File: src/rtl/dac_wave_scheduler.sv
// dac_wave_scheduler: paces the DDS core, runs continuous or fixed-length bursts,
// and applies gain/offset/clamp before handing codes to the parallel DAC driver.
module dac_wave_scheduler #(
    parameter int DIV_W   = 16,
    parameter int BURST_W = 16
) (
    input  logic        sys_clk,
    input  logic        rst_n,
    input  logic        cfg_we,
    input  logic [2:0]  cfg_addr,
    input  logic [15:0] cfg_wdata,
    input  logic        start,
    input  logic        stop,
    input  logic [7:0]  dds_sample,
    output logic        sample_en,
    output logic [7:0]  dac_code,
    output logic        busy,
    output logic        done
);

    typedef enum logic [1:0] {
        IDLE,
        RUN,
        DRAIN,
        DONE
    } state_t;

    localparam logic [DIV_W-1:0]   DIV_ONE = {{(DIV_W-1){1'b0}}, 1'b1};
    localparam logic [BURST_W-1:0] LEN_ONE = {{(BURST_W-1){1'b0}}, 1'b1};

    state_t state, state_n;

    logic [DIV_W-1:0]   div_reg, div_sh, div_cnt, div_n;
    logic [BURST_W-1:0] len_reg, len_sh, smp_cnt, smp_n;
    logic [7:0]         gain_reg, off_reg, idle_reg;
    logic               drain_cnt, drain_n;
    logic               sen_n, flush, launch;

    logic               en_d1, cap_v;
    logic [7:0]         cap;

    logic signed [8:0]  s;
    logic signed [17:0] p, q, r;
    logic [7:0]         code_n;

    assign launch = (state == IDLE) && start && !stop;

    always_ff @(posedge sys_clk or negedge rst_n) begin
        if (!rst_n) begin
            div_reg  <= '0;
            len_reg  <= '0;
            gain_reg <= 8'd128;
            off_reg  <= 8'd128;
            idle_reg <= 8'h80;
        end else if (cfg_we) begin
            case (cfg_addr)
                3'd0:    div_reg  <= cfg_wdata[DIV_W-1:0];
                3'd1:    len_reg  <= cfg_wdata[BURST_W-1:0];
                3'd2:    gain_reg <= cfg_wdata[7:0];
                3'd3:    off_reg  <= cfg_wdata[7:0];
                3'd4:    idle_reg <= cfg_wdata[7:0];
                default: ;
            endcase
        end
    end

    // Run geometry is frozen at start so host writes cannot disturb a burst.
    always_ff @(posedge sys_clk or negedge rst_n) begin
        if (!rst_n) begin
            div_sh <= '0;
            len_sh <= '0;
        end else if (launch) begin
            div_sh <= div_reg;
            len_sh <= len_reg;
        end
    end

    always_comb begin
        state_n = state;
        div_n   = div_cnt;
        smp_n   = smp_cnt;
        drain_n = drain_cnt;
        flush   = 1'b0;
        unique case (state)
            IDLE: begin
                if (launch) begin
                    state_n = RUN;
                    div_n   = '0;
                    smp_n   = '0;
                end
            end
            RUN: begin
                if (stop) begin
                    state_n = IDLE;
                    flush   = 1'b1;
                end else begin
                    div_n = (div_cnt == div_sh) ? '0 : div_cnt + DIV_ONE;
                    if (div_cnt == '0) begin
                        smp_n = smp_cnt + LEN_ONE;
                        if (len_sh != '0 && smp_cnt == len_sh - LEN_ONE) begin
                            state_n = DRAIN;
                            drain_n = 1'b0;
                        end
                    end
                end
            end
            DRAIN: begin
                if (stop) begin
                    state_n = IDLE;
                    flush   = 1'b1;
                end else if (drain_cnt) begin
                    state_n = DONE;
                end else begin
                    drain_n = 1'b1;
                end
            end
            DONE: begin
                state_n = IDLE;
            end
            default: begin
                state_n = IDLE;
            end
        endcase
        sen_n = (state_n == RUN) && (div_n == '0);
    end

    always_ff @(posedge sys_clk or negedge rst_n) begin
        if (!rst_n) begin
            state     <= IDLE;
            div_cnt   <= '0;
            smp_cnt   <= '0;
            drain_cnt <= 1'b0;
            sample_en <= 1'b0;
            busy      <= 1'b0;
            done      <= 1'b0;
        end else begin
            state     <= state_n;
            div_cnt   <= div_n;
            smp_cnt   <= smp_n;
            drain_cnt <= drain_n;
            sample_en <= sen_n;
            busy      <= (state_n == RUN) || (state_n == DRAIN);
            done      <= (state_n == DONE);
        end
    end

    // Two-stage sample path: capture one cycle after the strobe, then scale.
    always_ff @(posedge sys_clk or negedge rst_n) begin
        if (!rst_n) begin
            en_d1 <= 1'b0;
            cap_v <= 1'b0;
            cap   <= 8'h00;
        end else begin
            en_d1 <= flush ? 1'b0 : sample_en;
            cap_v <= flush ? 1'b0 : en_d1;
            if (en_d1) begin
                cap <= dds_sample;
            end
        end
    end

    always_comb begin
        s = $signed({1'b0, cap}) - 9'sd128;
        p = s * $signed({1'b0, gain_reg});
        q = p >>> 7;
        r = q + $signed({10'b0, off_reg});
        if (r[17]) begin
            code_n = 8'h00;
        end else if (r > 18'sd255) begin
            code_n = 8'hFF;
        end else begin
            code_n = r[7:0];
        end
    end

    always_ff @(posedge sys_clk or negedge rst_n) begin
        if (!rst_n) begin
            dac_code <= 8'h80;
        end else if (state == IDLE || state == DONE || flush) begin
            dac_code <= idle_reg;
        end else if (cap_v) begin
            dac_code <= code_n;
        end
    end

endmodule
File: config.mk
export PLATFORM = sky130hd
export DESIGN_NAME = dac_wave_scheduler
export DESIGN_NICKNAME = d
export VERILOG_FILES = /design/src/rtl/dac_wave_scheduler.sv
export SDC_FILE = /design/constraint.sdc
export NUM_CORES = 1
export LEC_CHECK = 0
export ABC_AREA = 1
export ABC_CLOCK_PERIOD_IN_PS = 5000
export CORE_MARGIN = 3
export CORE_UTILIZATION = 45
export DETAILED_ROUTE_END_ITERATION = 8
export PLACE_DENSITY = 0.75
export SYNTH_ARGS = -nofsm -noshare
export SYNTH_HDL_FRONTEND = slang
export SYNTH_SLANG_ARGS = --single-unit
File: constraint.sdc
create_clock -name sys_clk -period 5 [get_ports sys_clk]
set_clock_uncertainty 0.05 [all_clocks]
set_input_delay 0.75 -clock sys_clk [delete_from_list [all_inputs] [get_ports sys_clk]]
set_output_delay 0.75 -clock sys_clk [all_outputs]
set_load 0.01 [all_outputs]
==> metrics.log, run 1 <==
INFO  metric clkSinkCount = approximately 140
INFO  metric yosys_register_bits = 144
INFO  metric place_area = approximately 0.012 mm^2
INFO  metric worstPathMaxFanout = 8
INFO  metric dr.first_iter.drc_count = 550
INFO  metric top_level_ports = between 40 and 50
INFO  metric period_minus_slack = 5.55 ns
INFO  metric dieHeight = 158 um
INFO  metric slowest_delay = 0.55 ns
INFO  metric final-hold-violation-count = 0
INFO  metric finalCritPeriodShare = 1.11
INFO  metric std_cell_rows = 54
INFO  metric grt_usage = 0.213
INFO  metric grt.met1_usage = 0.263
INFO  metric run_status = complete, but fails checks
INFO  metric numPortBuffers = 42
INFO  metric timing.reg2reg.setup_slack = -0.55 ns
INFO  metric worstSetupPathType = reg2reg
INFO  metric design_area = 0.0129 mm^2
INFO  metric yosys_cell_types = 50
INFO  metric root_buffer = sky130_fd_sc_hd__clkbuf_16
INFO  metric r2r_end = dac_code[0]
INFO  metric fin_nets = 1,610
INFO  metric postSynth.asyncResetShare = 1.00
INFO  metric worst-endpoint-arrival = 5.86 ns
INFO  metric synth_enable_flop_cells = 0
INFO  metric rsz0062_at_grt = true
INFO  metric tritoncts_clock_tree = done
INFO  metric grt.busiest_layer = met2
INFO  metric post_route_cells_drive_above_1_share = 0.187
INFO  metric postRouteAntennaNets = 0
INFO  metric worst_setup_path_start_kind = flop
INFO  metric worstSkewPairLatency = 0.42 ns
INFO  metric final_max_slew_viol_count = 0
INFO  metric fillers = between 1,500 and 2,000
INFO  metric cts_hold_repair.buffers = 0
INFO  metric postSynthCellCount = approximately 1,400
INFO  metric crit_path_top_delay_cell = sky130_fd_sc_hd__fa_1
INFO  metric use_met2 = 0.370
INFO  metric tritoncts.num_buffers = 17
INFO  metric vias_in_the_first_global_route = 9,212
INFO  metric die_area = about 0.025 mm^2
INFO  metric average_instance_area_after_synthesis = 7.65 um^2
INFO  metric drc_violations = 0
INFO  metric initial_utilization = 0.467
INFO  metric dominantRegCellSynth = sky130_fd_sc_hd__dfrtp_1
INFO  metric worst_reg2reg_path_depth = 28
INFO  metric detailroute.via_count = 9,150
INFO  metric cts_htree_levels = 4
INFO  metric clock_path_buffers = 2
INFO  metric synth-warning-count = 0
INFO  metric floorplan.die.width = approximately 160 um
INFO  metric avgViaCountPerCell = around 5.2
INFO  metric finalSetupViolCount = 8
INFO  metric grt_remaining_overflow = 0
INFO  metric min-delay-path-class = in2async
INFO  metric place_congestion = 0.928
INFO  metric synthesis.area = just over 0.01 mm^2
INFO  metric worstMarginPinSlew = 1.08 ns
INFO  metric final.setup.worst_slack = -0.549 ns
INFO  metric crit_required = 5.31 ns
INFO  metric grt_max_degree = 101
INFO  metric totalWireLength = 26.1 mm
INFO  metric wire_length_of_the_first_global_routing_pass = 42.9 mm
INFO  metric detailedPlacementHpwl = 19.0 mm
INFO  metric number_of_antenna_violations_at_the_first_check_in_global_routing = 0
INFO  metric route.detailed.wl_per_inst = roughly 15 um
INFO  metric worst_setup_path_end_kind = flop
INFO  metric max_freq = 180 MHz
INFO  metric maxCapViolCount = 0
INFO  metric synthesis.nets = 1,494
INFO  metric startpoint_of_the_worst_register_to_register_path = gain_reg[0]
INFO  metric max_slew_headroom = 0.280
INFO  metric syn2layout_area_growth = 23.8%
INFO  metric grt_use_met3 = 0.0353
INFO  metric violations = setup timing
INFO  metric coreArea = 0.0222 mm^2
INFO  metric path_clk_slew = 0.07 ns
INFO  metric total_iterations_of_the_first_detailed_routing_run = 5
INFO  metric antennaDiodeCount = 0
INFO  metric seq_area_frac_synth = 0.347
==> worst max-delay path: cells and delay by family (launching register included) <==
family / cells / cell delay (ns)
XOR/XNOR: 1 / 0.14
buffers and inverters: 7 / 0.70
AND/OR/NAND/NOR: 12 / 1.48
flip-flops: 1 / 0.41
adder cells (fa/ha/maj): 6 / 2.48
AO/OA/AOI/OAI: 2 / 0.22
==> final cells by class <==
class | instances | area [um^2] | area share
flip-flops and latches | 144 | 3620 | 0.281
clock buffers | 18 | 439 | 0.0342
repair buffers | 134 | 1140 | 0.0889
clock inverters | 14 | 181 | 0.0141
multi-input cells | 934 | 6220 | 0.484
inverters | 242 | 908 | 0.0706
well taps | 280 | 350 | 0.0272
==> cells by family (layout without fill, tap and decap cells) <==
kind of cell,Yosys count,count (layout),synth area share
buf+inv,279,408,0.103
fa+ha+maj,105,105,0.167
mux,7,7,0.00759
compound gates,143,143,0.0741
flops,144,144,0.347
xor+xnor,50,50,0.0422
simple gates,629,629,0.259
==> worst max path at each step <==
stage	start	end	slack, ns	cells past startpoint
after floorplan	gain_reg[3]	dac_code[2]	-0.23	27
after global placement	gain_reg[5]	dac_code[3]	-0.31	26
after detailed placement	gain_reg[5]	dac_code[2]	-0.47	26
after CTS	cap[7]	dac_code[2]	-0.30	23
after global routing	cap[7]	dac_code[5]	-0.76	29
final	gain_reg[0]	dac_code[0]	-0.55	28
==> timing repair <==
action	4_1_cts	5_1_grt
pin swaps	49	35
gates resized for setup	53	46
setup endpoints to repair	8	8
setup buffers	11	12
==> cells in the mapped netlist, types with 5 or more instances <==
library cell,count,area share
sky130_fd_sc_hd__mux2_2,7,0.0076
sky130_fd_sc_hd__xnor2_1,14,0.012
sky130_fd_sc_hd__nor3_1,13,0.0063
sky130_fd_sc_hd__xor2_1,36,0.030
sky130_fd_sc_hd__nand2_2,9,0.0054
sky130_fd_sc_hd__ha_1,49,0.059
sky130_fd_sc_hd__inv_1,224,0.081
sky130_fd_sc_hd__nor2_2,5,0.0030
sky130_fd_sc_hd__inv_2,15,0.0054
sky130_fd_sc_hd__dfrtp_1,140,0.34
sky130_fd_sc_hd__o31ai_1,5,0.0036
sky130_fd_sc_hd__fa_1,56,0.11
sky130_fd_sc_hd__nand3_1,73,0.035
sky130_fd_sc_hd__nand2_1,394,0.14
sky130_fd_sc_hd__nand4_1,20,0.012
sky130_fd_sc_hd__clkbuf_1,29,0.010
sky130_fd_sc_hd__o21ai_0,95,0.046
sky130_fd_sc_hd__o21ai_1,5,0.0024
sky130_fd_sc_hd__nor2_1,87,0.031
sky130_fd_sc_hd__a21oi_1,27,0.013
==> through the flow <==
stage	cells	utilization	TNS (ns)	setup WS (ns)	hold slack, ns
finish	1766	0.578	-4.12	-0.549	0.362
global placement	1711	0.523	-2.39	-0.310	0.400
global route	1766	0.578	-5.79	-0.762	0.428
detailed placement	1711	0.523	-3.61	-0.469	0.403
CTS	1754	0.565	-2.25	-0.298	0.403
floorplan	1357	-	-1.78	-0.232	0.392
==> layout by cell type, fill, tap and decap left out, drive strengths merged <==
cell type	n
ha	49
mux2	7
nand3b	4
a21boi	3
dfrtp	140
clkbuf	18
nor4	5
clkinvlp	1
nand3	76
fa	56
nor3b	4
a31oi	2
inv	249
bufinv	2
and2	1
nand2	403
a21oi	27
o211ai	1
clkdlybuf4s50	41
nor3	16
nand4	20
buf	93
o21bai	3
o31ai	5
xor2	36
nor2	93
or2	6
and3	1
clkinv	4
xnor2	14
o21ai	101
a22oi	1
dfstp	4
==> routing by layer <==
layer | share of wire | vias to the layer above | wire [um]
li1 | - | 4429 | -
met1 | 0.42 | 4427 | 11000
met2 | 0.50 | 236 | 13100
met3 | 0.042 | 58 | 1090
met4 | 0.035 | 0 | 925
met5 | 0 | - | 0
Power of run 1 is left out: the tool's default activity adds up to more than one toggle a clock period on the data nets, which glitch-free logic cannot reach.
==> run 2: changes to the inputs <==
- ABC_AREA: 1 -> unset
- CTS_CLUSTER_DIAMETER: unset -> 200
- PLACE_DENSITY: 0.75 -> 0.76
==> run 2 against run 1 <==
Compared with the run above:
- the flow still finishes with violations (setup timing)
- die area fell by 4.1%
- first-iteration DRC count down 18%
- global-route usage shrank 2.2 points
- via count is 19% lower
- register-to-register slack worse by 0.23 ns
- fmax decreased by 4.1%
- synthesized area decreased by 4.3%
- worst hold slack better by 0.0037 ns
- critical path type unchanged
==> metrics.log, run 2 <==
INFO  metric worst_path_most_repeated_cell = sky130_fd_sc_hd__fa_1
INFO  metric worst-path-buf-inv = 4 (was 7)
INFO  metric root_buffer = sky130_fd_sc_hd__clkbuf_16 (unchanged)
INFO  metric clkSinkCount = 144 (unchanged)
INFO  metric final-hold-violation-count = 0 (unchanged)
INFO  metric synth_enable_flop_cells = 0 (unchanged)
INFO  metric wire_length_of_the_first_global_routing_pass = 37.4 mm (was 42.9 mm)
INFO  metric fin_nets = 1,223 (was 1,610)
INFO  metric yosys_cell_types = 63 (was 50)
INFO  metric syn2layout_area_growth = 19.4% (was 23.8%)
INFO  metric die_area = 0.0239 mm^2 (was 0.0249 mm^2)
INFO  metric crit_required = 5.29 ns (was 5.31 ns)
INFO  metric finalCritPeriodShare = 1.16 (was 1.11)
INFO  metric detailroute.via_count = 7,410 (was 9,150)
INFO  metric worstPathMaxFanout = 7 (was 8)
INFO  metric synth_most_common_cell = sky130_fd_sc_hd__dfrtp_1 (was sky130_fd_sc_hd__nand2_1)
INFO  metric run_status = complete, but fails checks (unchanged)
INFO  metric period_minus_slack = 5.78 ns (was 5.55 ns)
INFO  metric maxCapViolCount = 0 (unchanged)
INFO  metric worst_setup_path_start_kind = flop (unchanged)
INFO  metric dr.first_iter.drc_count = 451 (was 550)
INFO  metric cts_htree_levels = 4 (unchanged)
INFO  metric synth.top_cells.by_area = sky130_fd_sc_hd__dfrtp_1, sky130_fd_sc_hd__fa_1, sky130_fd_sc_hd__mux2_2 (was sky130_fd_sc_hd__dfrtp_1, sky130_fd_sc_hd__nand2_1, sky130_fd_sc_hd__fa_1)
INFO  metric route.detailed.wl_per_inst = 16.0 um (was 14.8 um)
INFO  metric vias_in_the_first_global_route = 7,628 (was 9,212)
INFO  metric layout.cells.most_common = sky130_fd_sc_hd__dfrtp_1 (was sky130_fd_sc_hd__nand2_1)
INFO  metric crit_path_top_delay_cell = sky130_fd_sc_hd__fa_1 (unchanged)
INFO  metric total_iterations_of_the_first_detailed_routing_run = 5 (unchanged)
INFO  metric final_max_slew_viol_count = 0 (unchanged)
INFO  metric postSynthCellCount = 974 (was 1,357)
INFO  metric synthesis.nets = 1,111 (was 1,494)
INFO  metric worst_path_dominant_cell_family = adder cells (unchanged)
INFO  metric final.setup.worst_slack = -0.784 ns (was -0.549 ns)
INFO  metric grt_usage = 0.191 (was 0.213)
INFO  metric initial_utilization = 0.466 (was 0.467)
INFO  metric worst-endpoint-arrival = 6.08 ns (was 5.86 ns)
INFO  metric std_cell_rows = 53 (was 54)
INFO  metric post_route_cells_drive_above_1_share = 0.221 (was 0.187)
INFO  metric seq_area_frac_synth = 0.363 (was 0.347)
INFO  metric synth_top_cells_by_count = sky130_fd_sc_hd__dfrtp_1, sky130_fd_sc_hd__inv_1, sky130_fd_sc_hd__mux2_2 (was sky130_fd_sc_hd__nand2_1, sky130_fd_sc_hd__inv_1, sky130_fd_sc_hd__dfrtp_1)
INFO  metric coreArea = 0.0214 mm^2 (was 0.0222 mm^2)
INFO  metric layout_common_cells = sky130_fd_sc_hd__dfrtp_1, sky130_fd_sc_hd__inv_1, sky130_fd_sc_hd__mux2_2, sky130_fd_sc_hd__buf_4, sky130_fd_sc_hd__nand2_1 (was sky130_fd_sc_hd__nand2_1, sky130_fd_sc_hd__inv_1, sky130_fd_sc_hd__dfrtp_1, sky130_fd_sc_hd__o21ai_0, sky130_fd_sc_hd__buf_4)
INFO  metric synthesis.area = 0.00994 mm^2 (was 0.0104 mm^2)
INFO  metric worstSkewPairLatency = 0.42 ns (about the same)
INFO  metric min-delay-path-class = in2async (unchanged)
INFO  metric number_of_antenna_violations_at_the_first_check_in_global_routing = 0 (unchanged)
INFO  metric yosys_register_bits = 144 (unchanged)
INFO  metric worstSetupPathType = reg2reg (unchanged)
INFO  metric tns = -6.01 ns (was -4.12 ns)
INFO  metric violations = setup timing (unchanged)
INFO  metric dominantRegCellSynth = sky130_fd_sc_hd__dfrtp_1 (unchanged)
INFO  metric grt_remaining_overflow = 0 (unchanged)
INFO  metric numPortBuffers = 42 (unchanged)
INFO  metric clock_path_buffers = 2 (unchanged)
INFO  metric worst_setup_path_end_kind = flop (unchanged)
INFO  metric antennaDiodeCount = 0 (unchanged)
INFO  metric detailedPlacementHpwl = 16.7 mm (was 19.0 mm)
INFO  metric avgViaCountPerCell = 5.39 (was 5.18)
INFO  metric seq_area = 0.00361 mm^2 (was 0.00362 mm^2)
INFO  metric average_instance_area_after_synthesis = 10.2 um^2 (was 7.65 um^2)
INFO  metric max_slew_headroom = 0.251 (was 0.280)
INFO  metric fillers = 1,801 (was 1,853)
INFO  metric multi_input_area = 0.00589 mm^2 (was 0.00622 mm^2)
INFO  metric synth-warning-count = 0 (unchanged)
INFO  metric path_clk_slew = 0.06 ns (was 0.07 ns)
INFO  metric worstMarginPinSlew = 1.12 ns (was 1.08 ns)
INFO  metric postSynth.asyncResetShare = 1.00 (unchanged)
INFO  metric max_freq = 173 MHz (was 180 MHz)
INFO  metric floorplan.die.width = 155 um (was 158 um)
INFO  metric postRouteAntennaNets = 0 (unchanged)
INFO  metric finalSetupViolCount = 8 (unchanged)
INFO  metric rsz0062_at_grt = true (unchanged)
INFO  metric tritoncts.num_buffers = 17 (unchanged)
INFO  metric grt_max_degree = 98 (was 101)
INFO  metric dieHeight = 155 um (was 158 um)
INFO  metric top_level_ports = 43 (unchanged)
INFO  metric tritoncts_clock_tree = done (unchanged)
INFO  metric synth_top_area_cell = sky130_fd_sc_hd__dfrtp_1 (unchanged)
INFO  metric drc_violations = 0 (unchanged)
INFO  metric place_congestion = 0.920 (was 0.928)
INFO  metric totalWireLength = 22.0 mm (was 26.1 mm)
INFO  metric slowest_delay = 0.56 ns (was 0.55 ns)
INFO  metric area_share_of_the_largest_cell_type_after_synthesis = 0.352 (was 0.337)
-- run 2: timing repair --
action / 4_1_cts / 5_1_grt
pin swaps: 2 / 6
endpoints found under the hold margin: 0 / 0
gates cloned: 0 / 0
buffers inserted: 3 / 2
resized for setup: 5 / 4
setup endpoints to repair: 8 / 8
hold buffers: 0 / 0
-- run 2: cell type report --
type,count,area share
inverter,103,0.0326
tap,275,0.0290
sequential,144,0.304
clock inverter,11,0.0111
multi-input combinational,694,0.496
timing repair buffer,126,0.0889
clock buffer,21,0.0388
-- run 2: cells by family after synthesis --
| group | synth area share |
|---|---|
| multiplexers | 0.114 |
| adder cells (fa/ha/maj) | 0.174 |
| XOR/XNOR | 0.0546 |
| AND/OR/NAND/NOR | 0.146 |
| flip-flops | 0.363 |
| buffers and inverters | 0.0532 |
| AO/OA/AOI/OAI | 0.0945 |
-- run 2: per-layer routing --
metal | global-route usage | vias up | part of all wire
li1 | - | 3559 | -
met3 | 0.0308 | 32 | 0.027
met1 | 0.243 | 3697 | 0.43
met5 | 0 | - | 0
met2 | 0.334 | 122 | 0.52
met4 | 0.0576 | 0 | 0.016
-- run 2: per-stage QoR --
step	cell area, um^2	hold WS [ns]	instances	utilization	setup WS [ns]
detailed placement	11200	0.440	1337	0.526	-0.860
finish	11900	0.365	1374	0.556	-0.784
floorplan	10000	0.404	974	-	-0.643
global route	11900	0.423	1374	0.556	-1.10
global placement	11200	0.434	1337	0.526	-0.661
CTS	11900	0.392	1372	0.555	-0.773
-- run 2: worst paths after layout --
path | start | end | slack, ns | cells past startpoint
min in group sys_clk | div_reg[5] | div_sh[5] | 0.45 | 1
worst max register to register | cap[7] | dac_code[2] | -0.78 | 26
worst min register to register | div_reg[5] | div_sh[5] | 0.45 | 1
max in group asynchronous | rst_n | idle_reg[3] | 3.39 | 2
worst max-delay path | cap[7] | dac_code[2] | -0.78 | 26
worst min-delay path | rst_n | smp_cnt[10] | 0.37 | 1
Power of run 2 is left out for the same reason.
==> run 3: changes to the inputs <==
- ABC_AREA: unset -> 1
- CTS_BUF_LIST: unset -> sky130_fd_sc_hd__clkbuf_16
- PLACE_DENSITY: 0.76 -> unset
==> run 3 against run 2 <==
Compared with the run above:
- the flow still finishes with violations (setup timing)
- first-iteration DRC count grew 1.3%
- critical path type unchanged
- sequential share of layout area shrank 1.6 points
- clock-buffer cell count shrank 4
- cell area grew 5.8%
- flip-flop and latch count is the same
==> metrics.log, run 3 (synthesis results as in run 1) <==
INFO  metric final.setup.worst_slack = -0.322 ns (was -0.784 ns)
INFO  metric worst_setup_path_end_kind = flop (unchanged)
INFO  metric path_clk_slew = 0.07 ns (was 0.06 ns)
INFO  metric postRouteAntennaNets = 0 (unchanged)
INFO  metric cp-startpoint = cap[7] (unchanged)
INFO  metric drc_violations = 0 (unchanged)
INFO  metric worst_reg2reg_path_depth = 26 (unchanged)
INFO  metric dr.first_iter.drc_count = 457 (was 451)
INFO  metric grt_usage = 0.219 (was 0.191)
INFO  metric post_route_cells_drive_above_1_share = 0.168 (was 0.221)
INFO  metric worst-endpoint-arrival = 5.64 ns (was 6.08 ns)
INFO  metric r2r_end = dac_code[2] (unchanged)
INFO  metric worstPathMaxFanout = 6 (was 7)
INFO  metric totalWireLength = 25.6 mm (was 22.0 mm)
INFO  metric layout_common_cells = sky130_fd_sc_hd__nand2_1, sky130_fd_sc_hd__inv_1, sky130_fd_sc_hd__dfrtp_1, sky130_fd_sc_hd__o21ai_0, sky130_fd_sc_hd__buf_4 (was sky130_fd_sc_hd__dfrtp_1, sky130_fd_sc_hd__inv_1, sky130_fd_sc_hd__mux2_2, sky130_fd_sc_hd__buf_4, sky130_fd_sc_hd__nand2_1)
INFO  metric run_status = complete, but fails checks (unchanged)
INFO  metric clock_path_buffers = 2 (unchanged)
INFO  metric root_buffer = sky130_fd_sc_hd__clkbuf_16 (unchanged)
INFO  metric rsz0062_at_grt = true (unchanged)
INFO  metric initial_utilization = 0.467 (was 0.466)
INFO  metric fin_nets = 1,605 (was 1,223)
INFO  metric crit_required = 5.31 ns (was 5.29 ns)
INFO  metric tritoncts.num_buffers = 17 (unchanged)
INFO  metric grt_max_degree = 63 (was 98)
INFO  metric syn2layout_area_growth = 21.0% (was 19.4%)
INFO  metric max_freq = 188 MHz (was 173 MHz)
INFO  metric worstSetupEndpoint = dac_code[2] (unchanged)
INFO  metric tritoncts_clock_tree = done (unchanged)
INFO  metric layout.cells.most_common = sky130_fd_sc_hd__nand2_1 (was sky130_fd_sc_hd__dfrtp_1)
INFO  metric cts_htree_levels = 4 (unchanged)
INFO  metric violations = setup timing (unchanged)
INFO  metric finalCoreUtilization = 0.565 (was 0.556)
INFO  metric vias_in_the_first_global_route = 8,755 (was 7,628)
INFO  metric number_of_antenna_violations_at_the_first_check_in_global_routing = 0 (unchanged)
INFO  metric wire_length_of_the_first_global_routing_pass = 43.3 mm (was 37.4 mm)
INFO  metric detailedPlacementHpwl = 19.6 mm (was 16.7 mm)
INFO  metric tns = -2.50 ns (was -6.01 ns)
INFO  metric grt_remaining_overflow = 0 (unchanged)
INFO  metric place_congestion = 0.907 (was 0.920)
INFO  metric detailroute.via_count = 8,722 (was 7,410)
INFO  metric route.detailed.wl_per_inst = 14.5 um (was 16.0 um)
INFO  metric hold_ws = 0.257 ns (was 0.365 ns)
INFO  metric coreArea = 0.0222 mm^2 (was 0.0214 mm^2)
INFO  metric worst_path_dominant_cell_family = adder cells (unchanged)
INFO  metric startpoint_of_the_worst_register_to_register_path = cap[7] (unchanged)
INFO  metric worst-path-buf-inv = 4 (unchanged)
INFO  metric numPortBuffers = 42 (unchanged)
INFO  metric avgViaCountPerCell = 4.95 (was 5.39)
INFO  metric antennaDiodeCount = 0 (unchanged)
INFO  metric timing.reg2reg.setup_slack = -0.32 ns (was -0.78 ns)
INFO  metric top_level_ports = 43 (unchanged)
INFO  metric worst_setup_path_start_kind = flop (unchanged)
INFO  metric std_cell_rows = 54 (was 53)
INFO  metric floorplan.die.width = 158 um (was 155 um)
INFO  metric dieHeight = 158 um (was 155 um)
INFO  metric min-delay-path-class = in2async (unchanged)
INFO  metric finalCritPeriodShare = 1.06 (was 1.16)
INFO  metric clkSinkCount = 144 (unchanged)
INFO  metric period_minus_slack = 5.32 ns (was 5.78 ns)
INFO  metric max_slew_headroom = 0.358 (was 0.251)
INFO  metric worstMarginPinSlew = 0.961 ns (was 1.12 ns)
INFO  metric die_area = 0.0249 mm^2 (was 0.0239 mm^2)
INFO  metric finalSetupViolCount = 8 (unchanged)
INFO  metric worstSetupPathType = reg2reg (unchanged)
INFO  metric slowest_delay = 0.58 ns (was 0.56 ns)
INFO  metric total_iterations_of_the_first_detailed_routing_run = 5 (unchanged)
INFO  metric final-hold-violation-count = 0 (unchanged)
INFO  metric maxCapViolCount = 0 (unchanged)
INFO  metric final_max_slew_viol_count = 0 (unchanged)
INFO  metric timing.critical_path.depth = 26 (unchanged)
INFO  metric crit_path_top_delay_cell = sky130_fd_sc_hd__fa_1 (unchanged)
INFO  metric worstSkewPairLatency = 0.42 ns (about the same)
run 3: changes by cell type in the layout (fill, tap and decap cells not counted), moves of 24 or more:
cell                      before  now
sky130_fd_sc_hd__nand2_1      67  380
sky130_fd_sc_hd__inv_1       100  213
sky130_fd_sc_hd__mux2_2       98    7
sky130_fd_sc_hd__nand3_1      16   63
sky130_fd_sc_hd__o21ai_0      47   93
sky130_fd_sc_hd__and2_1       40    1
sky130_fd_sc_hd__nor2_1       47   82
sky130_fd_sc_hd__inv_2         3   27
run 3: layout make-up:
| type | count | area [um^2] |
|---|---|---|
| fill | 2104 | 9660 |
| multi-input combinational | 934 | 6060 |
| sequential | 144 | 3620 |
| timing repair buffer | 129 | 1080 |
| inverter | 242 | 908 |
| clock buffer | 17 | 425 |
| tap | 280 | 350 |
| clock inverter | 15 | 128 |
run 3: per-layer routing:
metal  routed length (um)  vias to the layer above  part of all wire  track usage
li1                     -                     4426                 -            -
met1                12000                     4140              0.47        0.298
met2                12500                      128              0.49        0.373
met3                  628                       28             0.025       0.0246
met4                  377                        0             0.015       0.0562
met5                    0                        -                 0            0
run 3: stage by stage:
step / setup WS [ns] / cells / area (um^2)
5_1_grt: -0.625 / 1761 / 12600
4_1_cts: -0.296 / 1755 / 12500
2_1_floorplan: -0.232 / 1357 / 10500
6_report: -0.322 / 1761 / 12600
3_3_place_gp: -0.397 / 1714 / 11700
3_5_place_dp: -0.485 / 1714 / 11700
run 3: how the worst min path moves through the flow:
stage                            end  slack [ns]  cells after the start
after floorplan            div_sh[0]        0.39                      2
after global placement    div_sh[12]        0.40                      2
after detailed placement   div_sh[0]        0.41                      2
after CTS                 smp_cnt[1]        0.28                      1
after global routing      smp_cnt[1]        0.31                      1
final                     smp_cnt[9]        0.26                      1
run 3: timing repair:
| action | in CTS | in global routing |
|---|---|---|
| resized for setup | 47 | 18 |
| pin swaps | 46 | 20 |
| endpoints found under the hold margin | 0 | 0 |
| setup buffers | 9 | 6 |
| setup endpoints to repair | 8 | 8 |
| hold buffers | 0 | 0 |
Power of run 3 is left out for the same reason.
